## config.mk

```make
export PLATFORM = sky130hd
export DESIGN_NAME = rpg_prbs_gen
export DESIGN_NICKNAME = d
export VERILOG_FILES = /design/src/rtl/rpg_pkg.sv /design/src/rtl/rpg_lfsr.sv /design/src/rtl/rpg_prbs_gen.sv
export SDC_FILE = /design/constraint.sdc
export NUM_CORES = 1
export LEC_CHECK = 0
export BUFFER_PORTS_ARGS = -buffer_cell sky130_fd_sc_hd__buf_2
export CORE_MARGIN = 2
export CORE_UTILIZATION = 52
export DETAILED_ROUTE_END_ITERATION = 8
export PLACE_DENSITY = 0.82
export SKIP_CTS_REPAIR_TIMING = 1
export SYNTH_ARGS = -nofsm -noshare
export SYNTH_HDL_FRONTEND = slang
export SYNTH_HIERARCHICAL = 1
export SYNTH_SLANG_ARGS = --single-unit
```

## constraint.sdc

```tcl
create_clock -name CLK -period 2 [get_ports CLK]
set_clock_uncertainty 0.05 [all_clocks]
set_input_delay 0.2 -clock CLK [delete_from_list [all_inputs] [get_ports CLK]]
set_output_delay 0.2 -clock CLK [all_outputs]
set_load 0.02 [all_outputs]
```

## src/rtl/rpg_pkg.sv

```systemverilog
// Shared types and constants for the rpg_prbs_gen reference pattern generator.
// Holds the FSM encoding, PRBS tap masks and seed sanitising helpers.
package rpg_pkg;

    localparam int LFSR_W = 15;
    localparam int CNT_W  = 32;

    localparam logic [6:0]  TAP7  = 7'h60;
    localparam logic [14:0] TAP15 = 15'h6000;

    typedef enum logic [2:0] {
        ST_IDLE = 3'd0,
        ST_PRE  = 3'd1,
        ST_MARK = 3'd2,
        ST_RUN  = 3'd3,
        ST_FIN  = 3'd4
    } rpg_state_e;

    function automatic logic [LFSR_W-1:0] rpg_width_mask(input int poly);
        return (poly == 15) ? 15'h7FFF : 15'h007F;
    endfunction

    function automatic logic [LFSR_W-1:0] rpg_tap_mask(input int poly);
        return (poly == 15) ? TAP15 : {8'h00, TAP7};
    endfunction

    // An all-zero LFSR would lock up, so a zero seed is promoted to all-ones.
    function automatic logic [LFSR_W-1:0] rpg_seed_fix(input int poly,
                                                       input logic [LFSR_W-1:0] seed);
        logic [LFSR_W-1:0] s;
        s = seed & rpg_width_mask(poly);
        if (s == '0) begin
            s = rpg_width_mask(poly);
        end
        return s;
    endfunction

endpackage

```

## src/rtl/rpg_lfsr.sv

```systemverilog
// Left-shifting Fibonacci LFSR for PRBS-7 / PRBS-15; serial bit is the MSB.
// load has priority over shift; reset and load both restore the sanitised seed.
module rpg_lfsr
    import rpg_pkg::*;
#(
    parameter int                POLY = 7,
    parameter logic [LFSR_W-1:0] SEED = 15'h7FFF
) (
    input  logic              clk,
    input  logic              rst_n,
    input  logic              load,
    input  logic              shift,
    output logic              bit_o,
    output logic [LFSR_W-1:0] state_o
);

    localparam logic [LFSR_W-1:0] SEED_EFF = rpg_seed_fix(POLY, SEED);
    localparam logic [LFSR_W-1:0] TAPS     = rpg_tap_mask(POLY);
    localparam logic [LFSR_W-1:0] MASK     = rpg_width_mask(POLY);

    logic [LFSR_W-1:0] s_q, s_d;
    logic              fb;

    always_comb begin
        fb  = ^(s_q & TAPS);
        s_d = s_q;
        if (load) begin
            s_d = SEED_EFF;
        end else if (shift) begin
            s_d = {s_q[LFSR_W-2:0], fb} & MASK;
        end
    end

    always_ff @(posedge clk) begin
        if (!rst_n) begin
            s_q <= SEED_EFF;
        end else begin
            s_q <= s_d;
        end
    end

    assign bit_o   = s_q[POLY-1];
    assign state_o = s_q;

endmodule

```

## src/rtl/rpg_prbs_gen.sv

```systemverilog
// Reference pattern generator: idle-low preamble, single '1' marker, then PRBS.
// Optional error injection is built when RPG_ERR_INJ_EN is defined.
module rpg_prbs_gen
    import rpg_pkg::*;
#(
    parameter int                POLY      = 7,
    parameter logic [LFSR_W-1:0] SEED      = 15'h7FFF,
    parameter int                PRE_ZEROS = 8,
    parameter int                PAT_LEN   = 1024
) (
    input  logic             CLK,
    input  logic             RST_N,
    input  logic             BIT_CE,
    input  logic             START,
`ifdef RPG_ERR_INJ_EN
    input  logic             INJ_REQ,
    output logic [15:0]      INJ_CNT,
`endif
    output logic             RPG_OUT,
    output logic             BUSY,
    output logic             DONE,
    output logic [CNT_W-1:0] BIT_CNT
);

    localparam int               PRE_W     = $clog2(PRE_ZEROS);
    localparam logic [PRE_W-1:0] PRE_LAST  = PRE_W'(PRE_ZEROS - 1);
    localparam logic [CNT_W-1:0] PAT_LEN_C = CNT_W'(PAT_LEN);
    localparam bit               FREE_RUN  = (PAT_LEN == 0);

    rpg_state_e        state_q, state_d;
    logic              out_q, out_d;
    logic              busy_q, busy_d;
    logic              done_q, done_d;
    logic              pend_q, pend_d;
    logic [CNT_W-1:0]  cnt_q, cnt_d;
    logic [PRE_W-1:0]  pre_q, pre_d;

    logic              lfsr_load, lfsr_shift, lfsr_bit, lfsr_zero;
    logic [LFSR_W-1:0] lfsr_state;
    logic              prbs_emit;
    logic              inj_flip;

    rpg_lfsr #(
        .POLY (POLY),
        .SEED (SEED)
    ) u_lfsr (
        .clk     (CLK),
        .rst_n   (RST_N),
        .load    (lfsr_load),
        .shift   (lfsr_shift),
        .bit_o   (lfsr_bit),
        .state_o (lfsr_state)
    );

    // A corrupted all-zero state is self-healed by reloading the seed.
    assign lfsr_zero = (lfsr_state == '0);

    always_comb begin
        state_d    = state_q;
        out_d      = out_q;
        busy_d     = busy_q;
        done_d     = done_q;
        pend_d     = pend_q;
        cnt_d      = cnt_q;
        pre_d      = pre_q;
        lfsr_load  = lfsr_zero;
        lfsr_shift = 1'b0;
        prbs_emit  = 1'b0;

        if (START && !busy_q) begin
            pend_d = 1'b1;
        end

        if (BIT_CE) begin
            unique case (state_q)
                ST_IDLE: begin
                    out_d = 1'b0;
                    if (pend_q) begin
                        pend_d    = 1'b0;
                        done_d    = 1'b0;
                        cnt_d     = '0;
                        pre_d     = '0;
                        lfsr_load = 1'b1;
                        busy_d    = 1'b1;
                        state_d   = ST_PRE;
                    end
                end
                ST_PRE: begin
                    // The IDLE->PRE edge already drove the first zero.
                    if (pre_q == PRE_LAST) begin
                        out_d   = 1'b1;
                        state_d = ST_MARK;
                    end else begin
                        out_d = 1'b0;
                        pre_d = pre_q + 1'b1;
                    end
                end
                ST_MARK: begin
                    prbs_emit = 1'b1;
                    state_d   = ST_RUN;
                end
                ST_RUN: begin
                    if (!FREE_RUN && (cnt_q == PAT_LEN_C)) begin
                        out_d   = 1'b0;
                        busy_d  = 1'b0;
                        done_d  = 1'b1;
                        state_d = ST_FIN;
                    end else begin
                        prbs_emit = 1'b1;
                    end
                end
                ST_FIN: begin
                    out_d   = 1'b0;
                    state_d = ST_IDLE;
                end
                default: begin
                    out_d   = 1'b0;
                    busy_d  = 1'b0;
                    state_d = ST_IDLE;
                end
            endcase
        end

        if (prbs_emit) begin
            out_d      = lfsr_bit ^ inj_flip;
            lfsr_shift = 1'b1;
            if (cnt_q != '1) begin
                cnt_d = cnt_q + 1'b1;
            end
        end
    end

    always_ff @(posedge CLK) begin
        if (!RST_N) begin
            state_q <= ST_IDLE;
        end else begin
            state_q <= state_d;
        end
    end

    always_ff @(posedge CLK) begin
        if (!RST_N) begin
            out_q  <= 1'b0;
            busy_q <= 1'b0;
            done_q <= 1'b0;
            pend_q <= 1'b0;
            cnt_q  <= '0;
            pre_q  <= '0;
        end else begin
            out_q  <= out_d;
            busy_q <= busy_d;
            done_q <= done_d;
            pend_q <= pend_d;
            cnt_q  <= cnt_d;
            pre_q  <= pre_d;
        end
    end

`ifdef RPG_ERR_INJ_EN
    logic        inj_pend_q, inj_pend_d;
    logic [15:0] inj_cnt_q, inj_cnt_d;

    // Inversion touches only the driven bit; the LFSR keeps its true sequence.
    always_comb begin
        inj_pend_d = inj_pend_q | INJ_REQ;
        inj_cnt_d  = inj_cnt_q;
        if (prbs_emit && inj_pend_q) begin
            inj_pend_d = INJ_REQ;
            inj_cnt_d  = inj_cnt_q + 16'd1;
        end
    end

    always_ff @(posedge CLK) begin
        if (!RST_N) begin
            inj_pend_q <= 1'b0;
            inj_cnt_q  <= '0;
        end else begin
            inj_pend_q <= inj_pend_d;
            inj_cnt_q  <= inj_cnt_d;
        end
    end

    assign inj_flip = inj_pend_q;
    assign INJ_CNT  = inj_cnt_q;
`else
    assign inj_flip = 1'b0;
`endif

    assign RPG_OUT = out_q;
    assign BUSY    = busy_q;
    assign DONE    = done_q;
    assign BIT_CNT = cnt_q;

endmodule

```

==> results.md <==
- Async set-reset flop share out of synthesis: 0
- Crit-path slowest cell: or3_4
- DRC: 0
- CP top delay family: simple AND/OR/NAND/NOR gates
- Design area: 4178 um2
- Placed cell area: 3572 um2
- Vias in the first global route: 2949
- Slew margin rel.: 0.6675
- Max_cap viols: 0
- RSZ-0062 raised after global routing: true
- Yosys top cell area share: 0.3527
- Worst hold path type: in -> reg
- Num rows: 26
- Overflow after GRT: 0
- Hpwl dp: 5825 um
- IO Pins: 39
- Mean Syn Cell Area: 8.133 um2
- First-pass GRT wire length: about 13000 um
- #FFs+latches synth: between 40 and 50
- Worst Setup Start Kind: flop
- Ranking of synthesized cells by area: dfxtp_1, a21oi_1, nand2_1, buf_4, nor3_1
- Post-layout net count: between 400 and 500
- Core ar.: 5140 um2
- Largest net degree at the start of global routing: 27
- Total GRT Usage: 0.2740
- Antenna violations before repair: 0
- Clock power frac: 0.434
- LEAKAGE: 0.001743 uW
- Failing checks: negative setup slack
- Syn Std Cell Area: 2781 um2
- Fillers: between 300 and 400
- Worst skew pair latency: 0.32 ns
- Share of layout cells above drive strength 1: 0.4573
- Slew Limit Fails: 0
- Worst hold slack: between 0.1 and 0.15 ns
- Dominant cell type by area after synthesis: dfxtp_1
- Yosys cell types: 61
- Max FO, Critical Path: 13
- First-pass DRT Iterations: 5
- Post-synthesis cell count: 342
- Area growth from synthesis to layout: 50.20%
- Fin crit period: approximately 2.3 ns
- Worst Setup Path Type: reg -> reg
- Buf/Inv on CP: 2
- CTS tree: done
- Wirelength, routed: 10890 um
- Die W: 77.14 um
- Port Buf Inserts: 38
- Register area share after synthesis: 0.3527
- Top_reg_cell synth: dfxtp_1
- CTS Buffer Depth: 2
- Fin. Hold Viols: 0
- Clk sinks: 49
- Core Util, Final: 0.8128
- Vias per inst: 6.520
- Outcome: finished, violations left
- Switching Share: 0.2242
- CTS Root Cell: clkbuf_8
- Routed WL per cell: 20.23 um
- Antenna-violating nets left: 0
- Worst Setup End Kind: flop
- # H-tree levels: 2
- Switch Pwr: 439.0 uW
- CTS Buf Count: 5
- Critical Path RT: 2.16 ns
- GPL Wtd Cong: 0.8902
- CP Cell Sequence: ha_1 > and2_4 > nand3_4 > buf_4 > or3_4 > o21ai_4 > buf_12 > o21ai_1 > a31o_2
- Drt initial violations: 502
- Initial Util: 0.5411
- Fmax: 438.6 MHz
- Sequential share of power: 0.500
- Die area: between 5000 and 6000 um2
- Setup-failing EPs final: 40
- Cell internal pwr: 1519 uW
- Clk pin slew, worst setup/hold paths: roughly 0.090 ns
- Die Ht: around 77 um
- PwrDens: 468.7 nW/um2
- IR Drop Worst-Case VDD: 0.0003739 V
- Crit path DAT: 2.44 ns
- Final WS setup: -0.2797 ns
- Post-synth EDFFs: 0
- Gate power share: 0.066
- Synth warnings: 6
- Largest stage delay, worst path: 0.40 ns
- Period utilization: 1.140
- # diodes: 0
- DR vias: 3508
- Worst Tran Pin Value: 0.4950 ns
- Tot Pwr: 1958 uW
-- power by group through the flow --
stage | sequential (uW) | combinational (uW) | clock, uW
5_1_grt | 980 | 140 | 897
2_1_floorplan | 1000 | 73.8 | 0
3_3_place_gp | 1000 | 101 | 0
3_5_place_dp | 1000 | 103 | 0
4_1_cts | 978 | 104 | 849
6_report | 979 | 130 | 849
-- cells by family after synthesis --
logic type,synth area share
AOI/OAI and AO/OA,0.2006
xor gates and xnor gates,0.006299
adders and majority gates,0.01799
buffers and inverters,0.07557
DFF,0.3527
muxes,0.02159
other,0.001348
and+or+nand+nor,0.3239
-- through the flow --
stage	worst slack, ns	setup TNS, ns	cells
after floorplan	-0.1321	-0.6107	349
after CTS	-0.3783	-6.552	515
final	-0.2797	-5.530	538
after detailed placement	-0.3522	-5.239	507
after global placement	-0.2516	-3.919	507
after global routing	-0.3032	-8.361	538
-- final timing paths --
kind	from	end	slack, ns	cells after the start
setup / recovery	BIT_CNT[1]	BIT_CNT[16]	-0.28	9
hold reg to reg	pre_q[2]	pre_q[2]	0.41	2
setup reg to reg	BIT_CNT[1]	BIT_CNT[16]	-0.28	9
hold / removal	BIT_CE	BUSY	0.14	3
-- area by class of cell --
type,instances,area [um2],share of cell area
multi-input cells,265,1861,0.4453
flip-flops and latches,49,1012,0.2423
clock inverters,3,65.06,0.01557
repair buffers,139,1052,0.2519
clock buffers,5,68.82,0.01647
well taps,70,87.58,0.02096
inverters,7,31.28,0.007487
-- routing by layer --
metal	vias up	global-route usage	share of wire
li1	1510	-	-
met1	1644	0.3353	0.38
met2	271	0.4843	0.46
met3	83	0.02824	0.087
met4	0	0.1196	0.071
met5	-	0	0
-- layout by cell type (no fill, tap or decap), types with 5 or more instances in the layout --
master / netlist / final
buf_4: 12 / 85
buf_2: 7 / 38
nand2_1: 37 / 37
a21oi_1: 42 / 36
dfxtp_1: 49 / 32
nor3_1: 16 / 14
dfxtp_2: 0 / 13
nor2_1: 13 / 12
nand3_1: 13 / 11
buf_6: 2 / 11
and3_1: 9 / 8
conb_1: 1 / 8
nor4_1: 12 / 7
nand4_1: 7 / 7
nand3b_1: 7 / 7
nand4b_1: 6 / 6
a21oi_2: 0 / 6
o21ai_2: 1 / 6
mux2i_1: 6 / 6
o21ai_4: 0 / 5
o21ai_1: 2 / 5
clkbuf_8: 0 / 5
-- synth_stat cells (all sizes together), types with 2 or more instances --
| cell type | instances |
|---|---|
| nor4b | 2 |
| o211ai | 2 |
| nor2 | 14 |
| a311oi | 4 |
| o21ai | 19 |
| o22ai | 3 |
| nor2b | 3 |
| a21oi | 42 |
| nand4b | 6 |
| nor3 | 16 |
| and2 | 4 |
| mux2i | 6 |
| buf | 22 |
| ha | 4 |
| o21bai | 2 |
| nand3 | 15 |
| clkbuf | 8 |
| nor3b | 3 |
| dfxtp | 49 |
| xnor2 | 2 |
| and3 | 9 |
| or4 | 3 |
| and4 | 4 |
| nor4 | 13 |
| a211oi | 4 |
| o32ai | 2 |
| inv | 6 |
| a21o | 3 |
| nand4 | 8 |
| nand2 | 37 |
| a31oi | 3 |
| nand3b | 7 |
| or3 | 5 |
-- flip-flops by register name, indices dropped and copies added, names as in the netlist --
signal / flops
pend_q: 1
RPG_OUT: 1
u_lfsr/state_o: 7
state_q: 3
BUSY: 1
BIT_CNT: 32
DONE: 1
pre_q: 3
-- worst register-to-register path: stages (launching register included) --
cell and delay, ns:
dfxtp_4 0.38, ha_1 0.21, and2_4 0.20, nand3_4 0.10
buf_4 0.16, or3_4 0.40, o21ai_4 0.20, buf_12 0.16
o21ai_1 0.08, a31o_2 0.25
Power figures use the tool's default switching activity.
